## src/rtl/alu_pkg.sv

```systemverilog
`default_nettype none
// ============================================================================
//  Module      : alu_pkg
//  Description : Shared opcodes, FSM state encoding, shift kinds and the
//                flag bundle for the pipelined ALU.
//  Revision    : 1.0 - initial release
// ============================================================================
package alu_pkg;

    // Operation codes
    localparam logic [3:0] OP_AND = 4'b0000;
    localparam logic [3:0] OP_OR  = 4'b0001;
    localparam logic [3:0] OP_NOR = 4'b1100;
    localparam logic [3:0] OP_ADD = 4'b0010;
    localparam logic [3:0] OP_SUB = 4'b0110;
    localparam logic [3:0] OP_SLT = 4'b0111;
    localparam logic [3:0] OP_SLL = 4'b1000;
    localparam logic [3:0] OP_SRL = 4'b1001;
    localparam logic [3:0] OP_SRA = 4'b1010;

    // Control FSM: single-cycle work happens in IDLE, shifts iterate in SHIFT
    typedef enum logic [0:0] {
        IDLE  = 1'b0,
        SHIFT = 1'b1
    } state_t;

    // Direction / fill of the iterative shifter
    typedef enum logic [1:0] {
        SH_LL = 2'd0,
        SH_RL = 2'd1,
        SH_RA = 2'd2
    } shift_kind_t;

    // Status flags registered alongside the result
    typedef struct packed {
        logic cout;
        logic overflow;
        logic set;
        logic zero;
    } alu_flags_t;

    function automatic logic is_shift_op(input logic [3:0] op);
        return (op == OP_SLL) || (op == OP_SRL) || (op == OP_SRA);
    endfunction

endpackage
`default_nettype wire

```

## src/rtl/cla_adder.sv

```systemverilog
`default_nettype none
// ============================================================================
//  Module      : cla_adder
//  Description : Combinational two-level carry-lookahead adder. 4-bit groups
//                produce group generate/propagate; a second lookahead level
//                forms every group carry directly from cin.
//  Revision    : 1.0 - initial release
// ============================================================================
module cla_adder #(
    parameter int WIDTH = 16
) (
    input  logic [WIDTH-1:0] a,
    input  logic [WIDTH-1:0] b,
    input  logic             cin,
    output logic [WIDTH-1:0] sum,
    output logic             cout,
    output logic             c_msb,
    output logic             G,
    output logic             P
);

    localparam int NG = WIDTH / 4;

    logic [NG-1:0]    grp_g;
    logic [NG-1:0]    grp_p;
    logic [NG:0]      grp_c;
    logic [NG-1:0]    gen_pre;
    logic [NG-1:0]    prop_pre;
    logic [WIDTH-1:0] bit_c;

    // First level: per-group bit carries, group G/P and sum bits
    for (genvar k = 0; k < NG; k++) begin : g_group
        logic [3:0] gg;
        logic [3:0] pp;
        logic       ci;

        assign gg = a[4*k +: 4] & b[4*k +: 4];
        assign pp = a[4*k +: 4] ^ b[4*k +: 4];
        assign ci = grp_c[k];

        assign bit_c[4*k]   = ci;
        assign bit_c[4*k+1] = gg[0] | (pp[0] & ci);
        assign bit_c[4*k+2] = gg[1] | (pp[1] & gg[0]) | (pp[1] & pp[0] & ci);
        assign bit_c[4*k+3] = gg[2] | (pp[2] & gg[1]) | (pp[2] & pp[1] & gg[0])
                            | (pp[2] & pp[1] & pp[0] & ci);

        assign grp_g[k] = gg[3] | (pp[3] & gg[2]) | (pp[3] & pp[2] & gg[1])
                        | (pp[3] & pp[2] & pp[1] & gg[0]);
        assign grp_p[k] = &pp;

        assign sum[4*k +: 4] = pp ^ bit_c[4*k +: 4];
    end

    // Second level: flat lookahead of each group carry from the group G/P terms
    always_comb begin
        logic term;
        logic acc_g;
        logic acc_p;
        term     = 1'b0;
        acc_g    = 1'b0;
        acc_p    = 1'b0;
        gen_pre  = '0;
        prop_pre = '0;
        grp_c    = '0;
        grp_c[0] = cin;
        for (int k = 0; k < NG; k++) begin
            acc_g = 1'b0;
            for (int j = 0; j <= k; j++) begin
                term = grp_g[j];
                for (int m = j + 1; m <= k; m++) begin
                    term = term & grp_p[m];
                end
                acc_g = acc_g | term;
            end
            acc_p = 1'b1;
            for (int m = 0; m <= k; m++) begin
                acc_p = acc_p & grp_p[m];
            end
            gen_pre[k]  = acc_g;
            prop_pre[k] = acc_p;
            grp_c[k+1]  = acc_g | (acc_p & cin);
        end
    end

    assign cout  = grp_c[NG];
    assign c_msb = bit_c[WIDTH-1];
    assign G     = gen_pre[NG-1];
    assign P     = prop_pre[NG-1];

endmodule
`default_nettype wire

```

## src/rtl/alu_pipe.sv

```systemverilog
`default_nettype none
// ============================================================================
//  Module      : alu_pipe
//  Description : Registered WIDTH-bit ALU with valid/ready input handshake,
//                iterative one-bit-per-cycle shifter and a backpressured
//                output register carrying result and flags.
//  Revision    : 1.0 - initial release
// ============================================================================
module alu_pipe
    import alu_pkg::*;
#(
    parameter int WIDTH = 16,
    parameter int SHW   = $clog2(WIDTH)
) (
    input  logic             clk,
    input  logic             reset,
    input  logic             in_valid,
    output logic             in_ready,
    input  logic [WIDTH-1:0] a,
    input  logic [WIDTH-1:0] b,
    input  logic [3:0]       op,
    output logic             out_valid,
    input  logic             out_ready,
    output logic [WIDTH-1:0] result,
    output logic             cout,
    output logic             overflow,
    output logic             set,
    output logic             zero
);

    state_t           state_q,     state_d;
    logic [WIDTH-1:0] acc_q,       acc_d;
    logic [SHW-1:0]   cnt_q,       cnt_d;
    shift_kind_t      kind_q,      kind_d;
    logic             out_valid_q, out_valid_d;
    logic [WIDTH-1:0] result_q,    result_d;
    alu_flags_t       flags_q,     flags_d;

    logic             w_sub_like;
    logic [WIDTH-1:0] w_b_add;
    logic [WIDTH-1:0] w_sum;
    logic             w_add_cout;
    logic             w_c_msb;
    logic             w_blk_g;
    logic             w_blk_p;
    logic             w_cout;
    logic             w_ovf;
    logic             w_set;
    logic [WIDTH-1:0] w_res;
    alu_flags_t       w_flags;
    logic [SHW-1:0]   w_shamt;
    shift_kind_t      w_kind;
    logic [WIDTH-1:0] w_acc_step;
    logic             w_accept;

    // SUB and SLT both compute a + ~b + 1
    assign w_sub_like = (op == OP_SUB) || (op == OP_SLT);
    assign w_b_add    = w_sub_like ? ~b : b;

    cla_adder #(
        .WIDTH (WIDTH)
    ) u_cla (
        .a     (a),
        .b     (w_b_add),
        .cin   (w_sub_like),
        .sum   (w_sum),
        .cout  (w_add_cout),
        .c_msb (w_c_msb),
        .G     (w_blk_g),
        .P     (w_blk_p)
    );

    // Carry-out flag from the block-level generate/propagate pair; overflow
    // compares the ripple-visible carry into the msb against the adder's cout
    assign w_cout  = w_blk_g | (w_blk_p & w_sub_like);
    assign w_ovf   = w_c_msb ^ w_add_cout;
    assign w_set   = w_sum[WIDTH-1] ^ w_ovf;
    assign w_shamt = b[SHW-1:0];

    // Single-cycle result and flags for the op presented at the input
    always_comb begin
        w_res   = '0;
        w_flags = '0;
        case (op)
            OP_AND: w_res = a & b;
            OP_OR:  w_res = a | b;
            OP_NOR: w_res = ~(a | b);
            OP_ADD, OP_SUB: begin
                w_res            = w_sum;
                w_flags.cout     = w_cout;
                w_flags.overflow = w_ovf;
                w_flags.set      = w_set;
            end
            OP_SLT: begin
                w_res            = {{(WIDTH-1){1'b0}}, w_set};
                w_flags.cout     = w_cout;
                w_flags.overflow = w_ovf;
                w_flags.set      = w_set;
            end
            OP_SLL, OP_SRL, OP_SRA: w_res = a;  // only reached for amount 0
            default: w_res = '0;
        endcase
        w_flags.zero = (w_res == '0);
    end

    // Shift direction captured when a multi-cycle shift is accepted
    always_comb begin
        w_kind = SH_LL;
        if (op == OP_SRL) begin
            w_kind = SH_RL;
        end else if (op == OP_SRA) begin
            w_kind = SH_RA;
        end
    end

    // One-bit step of the iterative shifter
    always_comb begin
        case (kind_q)
            SH_LL:   w_acc_step = {acc_q[WIDTH-2:0], 1'b0};
            SH_RL:   w_acc_step = {1'b0, acc_q[WIDTH-1:1]};
            SH_RA:   w_acc_step = {acc_q[WIDTH-1], acc_q[WIDTH-1:1]};
            default: w_acc_step = acc_q;
        endcase
    end

    assign in_ready = (state_q == IDLE) && (!out_valid_q || out_ready);
    assign w_accept = in_valid && in_ready;

    // Next-state for FSM, shifter and output register
    always_comb begin
        state_d     = state_q;
        acc_d       = acc_q;
        cnt_d       = cnt_q;
        kind_d      = kind_q;
        out_valid_d = out_valid_q && !out_ready;
        result_d    = result_q;
        flags_d     = flags_q;
        case (state_q)
            IDLE: begin
                if (w_accept) begin
                    if (is_shift_op(op) && (w_shamt != '0)) begin
                        state_d = SHIFT;
                        acc_d   = a;
                        cnt_d   = w_shamt;
                        kind_d  = w_kind;
                    end else begin
                        result_d    = w_res;
                        flags_d     = w_flags;
                        out_valid_d = 1'b1;
                    end
                end
            end
            SHIFT: begin
                acc_d = w_acc_step;
                cnt_d = cnt_q - SHW'(1);
                if (cnt_q == SHW'(1)) begin
                    state_d      = IDLE;
                    result_d     = w_acc_step;
                    flags_d      = '0;
                    flags_d.zero = (w_acc_step == '0);
                    out_valid_d  = 1'b1;
                end
            end
            default: state_d = IDLE;
        endcase
    end

    // State and output registers; reset aborts any shift in flight
    always_ff @(posedge clk or posedge reset) begin
        if (reset) begin
            state_q     <= IDLE;
            acc_q       <= '0;
            cnt_q       <= '0;
            kind_q      <= SH_LL;
            out_valid_q <= 1'b0;
            result_q    <= '0;
            flags_q     <= '0;
        end else begin
            state_q     <= state_d;
            acc_q       <= acc_d;
            cnt_q       <= cnt_d;
            kind_q      <= kind_d;
            out_valid_q <= out_valid_d;
            result_q    <= result_d;
            flags_q     <= flags_d;
        end
    end

    assign out_valid = out_valid_q;
    assign result    = result_q;
    assign cout      = flags_q.cout;
    assign overflow  = flags_q.overflow;
    assign set       = flags_q.set;
    assign zero      = flags_q.zero;

endmodule
`default_nettype wire

```

## config.mk

```make
export PLATFORM = sky130hd
export DESIGN_NAME = alu_pipe
export DESIGN_NICKNAME = d
export VERILOG_FILES = /design/src/rtl/alu_pkg.sv /design/src/rtl/cla_adder.sv /design/src/rtl/alu_pipe.sv
export SDC_FILE = /design/constraint.sdc
export NUM_CORES = 1
export LEC_CHECK = 0
export CORE_MARGIN = 2
export CORE_UTILIZATION = 50
export CTS_CLUSTER_DIAMETER = 30
export DETAILED_ROUTE_END_ITERATION = 6
export PLACE_DENSITY = 0.79
export SLEW_MARGIN = 5
export SYNTH_ARGS = -nofsm -noshare
export SYNTH_HDL_FRONTEND = slang
export SYNTH_SLANG_ARGS = --single-unit
export TNS_END_PERCENT = 5
```

## constraint.sdc

```tcl
create_clock -name clk -period 1.71 [get_ports clk]
set_input_delay 0.2565 -clock clk [delete_from_list [all_inputs] [get_ports clk]]
set_output_delay 0.2565 -clock clk [all_outputs]
set_load 0.1 [all_outputs]
```

==> results.py <==
metrics = {
    "status": {
        "run_status": "complete, but fails checks",
        "violations": "design-rule violations, negative setup slack",
    },
    "sta": {
        "setup_viol": 28,
        "fin_crit_ns": 3.77,
        "maxSlewHeadroom_pct": 65.1,
        "fin_tns_setup_ns": -25.69,
        "max_freq_mhz": 265,
        "worst_pin_slew_ns": 0.510,
        "fin_hold_ws_ns": 0.288,
        "setup_slack_ns": -2.06,
        "finClkSkew_ns": 0.0110,
        "hold_viol": 0,
        "post-route-period-util_pct": 220,
        "rsz0062_at_grt": "true",
        "slew_violations": 0,
    },
    "clock_network": {
        "ctsLongestPathBuffers": 2,
        "worstSkewPairLatency_ns": 0.30,
        "cts.sinks": 44,
        "root_buffer": "clkbuf_8",
        "clkTransAtPathRegs_ns": 0.09,
        "hold_buffers": 0,
        "cts_buffers": 5,
        "htree_levels": 2,
        "cts_tree": "done",
    },
    "cells_and_area": {
        "post-route-util_pct": 83.0,
        "nFillCells": 455,
        "regArea_mm2": 0.00110,
        "nets": 790,
        "drive_gt1_share_pct": 38.0,
        "diodes": 0,
        "area_growth_pct": 61.5,
        "stdcell_count": 833,
        "multiInputGateArea_mm2": 0.00319,
        "fin_area_mm2": 0.00679,
    },
    "route": {
        "vias_per_cell": 6.69,
        "dr.pass1.iters": 7,
        "drc": 3,
        "wl_per_cell_um": 22.6,
        "totalWireLength_um": 18800,
        "dr_total_vias": 5576,
        "ant_nets": 0,
        "drt_iter0_drc": 697,
    },
    "critical_path": {
        "path_cells": "buf_8, buf_4, nor3b_4, xnor2_2, ha_4, nand4_1, buf_4, o221ai_4, a32oi_4, a21boi_2, nor2_2, fa_1, o22ai_2, a211oi_2, nor3b_2, nand4_1, nor4_2, a221o_1",
        "path_delay_family": "compound AO/OA/AOI/OAI gates",
        "r2r-end": "zero",
        "path_max_fanout": 3,
        "end_kind": "register",
        "r2r-start": "kind_q[1]",
        "worstPathRequired_ns": 1.96,
        "cp.arrival_ns": 4.01,
        "ff2ff_path_depth": 8,
        "crit_type": "input port to register",
        "start_kind": "input port",
        "r2r_slack_ns": -0.33,
        "path_buf_inv": 3,
        "crit_path_max_incr_delay_ns": 0.55,
        "slowest_stage": "fa_1",
    },
    "yosys": {
        "synth_nets": 586,
        "ys_ff_latch": 44,
        "synth_area_leaders": "dfrtp_1, o21ai_0, nand2_1",
        "synth_top_cell_area_share_pct": 26.2,
        "synth-async-reset-ratio_pct": 100,
        "yosysUniqueCellTypes": 68,
        "synth_warnings": 0,
        "ys.flop_type": "dfrtp_1",
        "synth_edf_count": 0,
        "yosys.area.top_type": "dfrtp_1",
        "synth_area_per_cell_um2": 8.03,
        "synthCells": 523,
        "seq_area_frac_synth_pct": 26.2,
        "synth_area_mm2": 0.00420,
    },
    "grt": {
        "grt_max_degree": 45,
        "grt_pass1_wl_um": 26900,
        "grt_pass1_vias": 5508,
        "use_met1_pct": 44.3,
        "grt-ovfl-total": 0,
        "antenna_found_initial": 0,
        "grt_use_met3_pct": 8.46,
        "grt_use_met2_pct": 62.6,
        "grt.busiest_layer": "met2",
        "grt_use_total_pct": 38.4,
    },
    "power_and_ir_drop": {
        "leakagePower_nw": 3.05,
        "power_density_mw_per_mm2": 1440,
        "total_power_mw": 9.80,
        "max-vdd-ir-drop_uv": 1660,
    },
    "placed_design": {
        "dp_hpwl_um": 12100,
        "place_ws_ns": -2.39,
        "portBuffers": 61,
        "gp_congestion": 1.06,
        "place_area_mm2": 0.00625,
        "placed_cells": 809,
    },
    "floorplanning": {
        "coreArea_mm2": 0.00818,
        "die_y_um": 95.7,
        "rows": 33,
        "die_x_um": 95.7,
        "dieArea_mm2": 0.00915,
        "ios": 62,
        "initial_core_util_pct": 51.4,
    },
    "job": {
        "maxCapViolations": 0,
    },
    "hold_path": {
        "hold_path_class": "input port to asynchronous set/reset pin",
    },
}
-- placed cells by master, fill, tap and decap left out, types with 11 or more instances in the layout --
cell type and instances:
mux2i_1 13, buf_4 164, nor2_1 23, a21oi_1 23, dfrtp_1 44, clkdlybuf4s50_1 28
o211ai_1 15, o21ai_0 44, nand2_1 73, nand2b_1 13, ha_1 16, a22oi_1 22
o21ai_1 20, buf_12 28, xnor2_1 15, inv_1 11
-- repair_timing --
item                                    in CTS  in global routing
endpoints found under the setup margin      44                 43
cloned                                       1                  0
pin swaps                                   23                 21
buffers inserted                             5                 10
resized for setup                           65                 32
-- sequential cells by signal (all words and copies together) (netlist names) --
| name | count |
|---|---|
| acc_q | 16 |
| out_valid | 1 |
| kind_q | 2 |
| cout | 1 |
| overflow | 1 |
| cnt_q | 4 |
| state_q | 1 |
| zero | 1 |
| result | 16 |
| set | 1 |
-- cell type report --
type / count / share of cell area (%)
multi-input cells: 429 / 47.1
repair buffers: 231 / 32.1
flip-flops and latches: 44 / 16.2
well taps: 105 / 1.94
clock buffers: 6 / 1.22
inverters: 16 / 0.885
clock inverters: 2 / 0.572
-- how the worst max path moves through the flow --
stage	start	endpoint	cells after the start
after global placement	op[1]	zero	17
after detailed placement	op[1]	zero	19
after global routing	op[3]	zero	20
after floorplan	op[1]	zero	20
final	op[3]	zero	18
after CTS	op[3]	zero	18
-- synthesized netlist by cell type, types with 3 or more instances --
cell / count
nand2_1: 74
o21ai_0: 62
dfrtp_1: 44
nor2_1: 28
a21oi_1: 26
a22oi_1: 23
clkbuf_1: 22
xnor2_1: 21
ha_1: 20
mux2i_1: 18
o211ai_1: 15
inv_1: 14
nand2b_1: 13
o21a_1: 10
nor3_1: 9
nor4_1: 7
o32a_1: 7
or2_2: 7
nor3b_1: 6
buf_2: 5
nand3b_1: 5
o21ai_1: 5
buf_1: 4
nand4_1: 4
or3_1: 4
xor2_1: 4
a211oi_1: 3
a221o_1: 3
a221oi_1: 3
buf_6: 3
fa_1: 3
nand3_1: 3
o22ai_1: 3
-- metal layers --
| layer | up-vias | wire (um) |
|---|---|---|
| met5 | - | 0 |
| met4 | 0 | 2060 |
| met3 | 202 | 1960 |
| met2 | 464 | 8380 |
| met1 | 2566 | 6430 |
| li1 | 2344 | - |
-- cells by family (layout without fill, tap and decap cells) --
| kind of cell | Yosys count | in the layout | synth area share (%) |
|---|---|---|---|
| muxes | 20 | 20 | 4.82 |
| xor gates and xnor gates | 25 | 25 | 5.21 |
| AOI/OAI and AO/OA | 186 | 186 | 30.3 |
| and+or+nand+nor | 174 | 175 | 20.8 |
| adders and majority gates | 23 | 23 | 7.39 |
| buffers and inverters | 51 | 255 | 5.33 |
| DFF | 44 | 44 | 26.2 |
-- tightest hold or removal path: cells and delay by family --
| family | cells | cell delay (ns) |
|---|---|---|
| buffers and inverters | 3 | 0.71 |
-- where the power goes --
part / total, mW / internal [mW] / switching (mW)
Clock: 0.850 / 0.478 / 0.372
Combinational: 7.01 / 2.94 / 4.07
Sequential: 1.94 / 1.49 / 0.455
(Power assumes the default switching activity.)
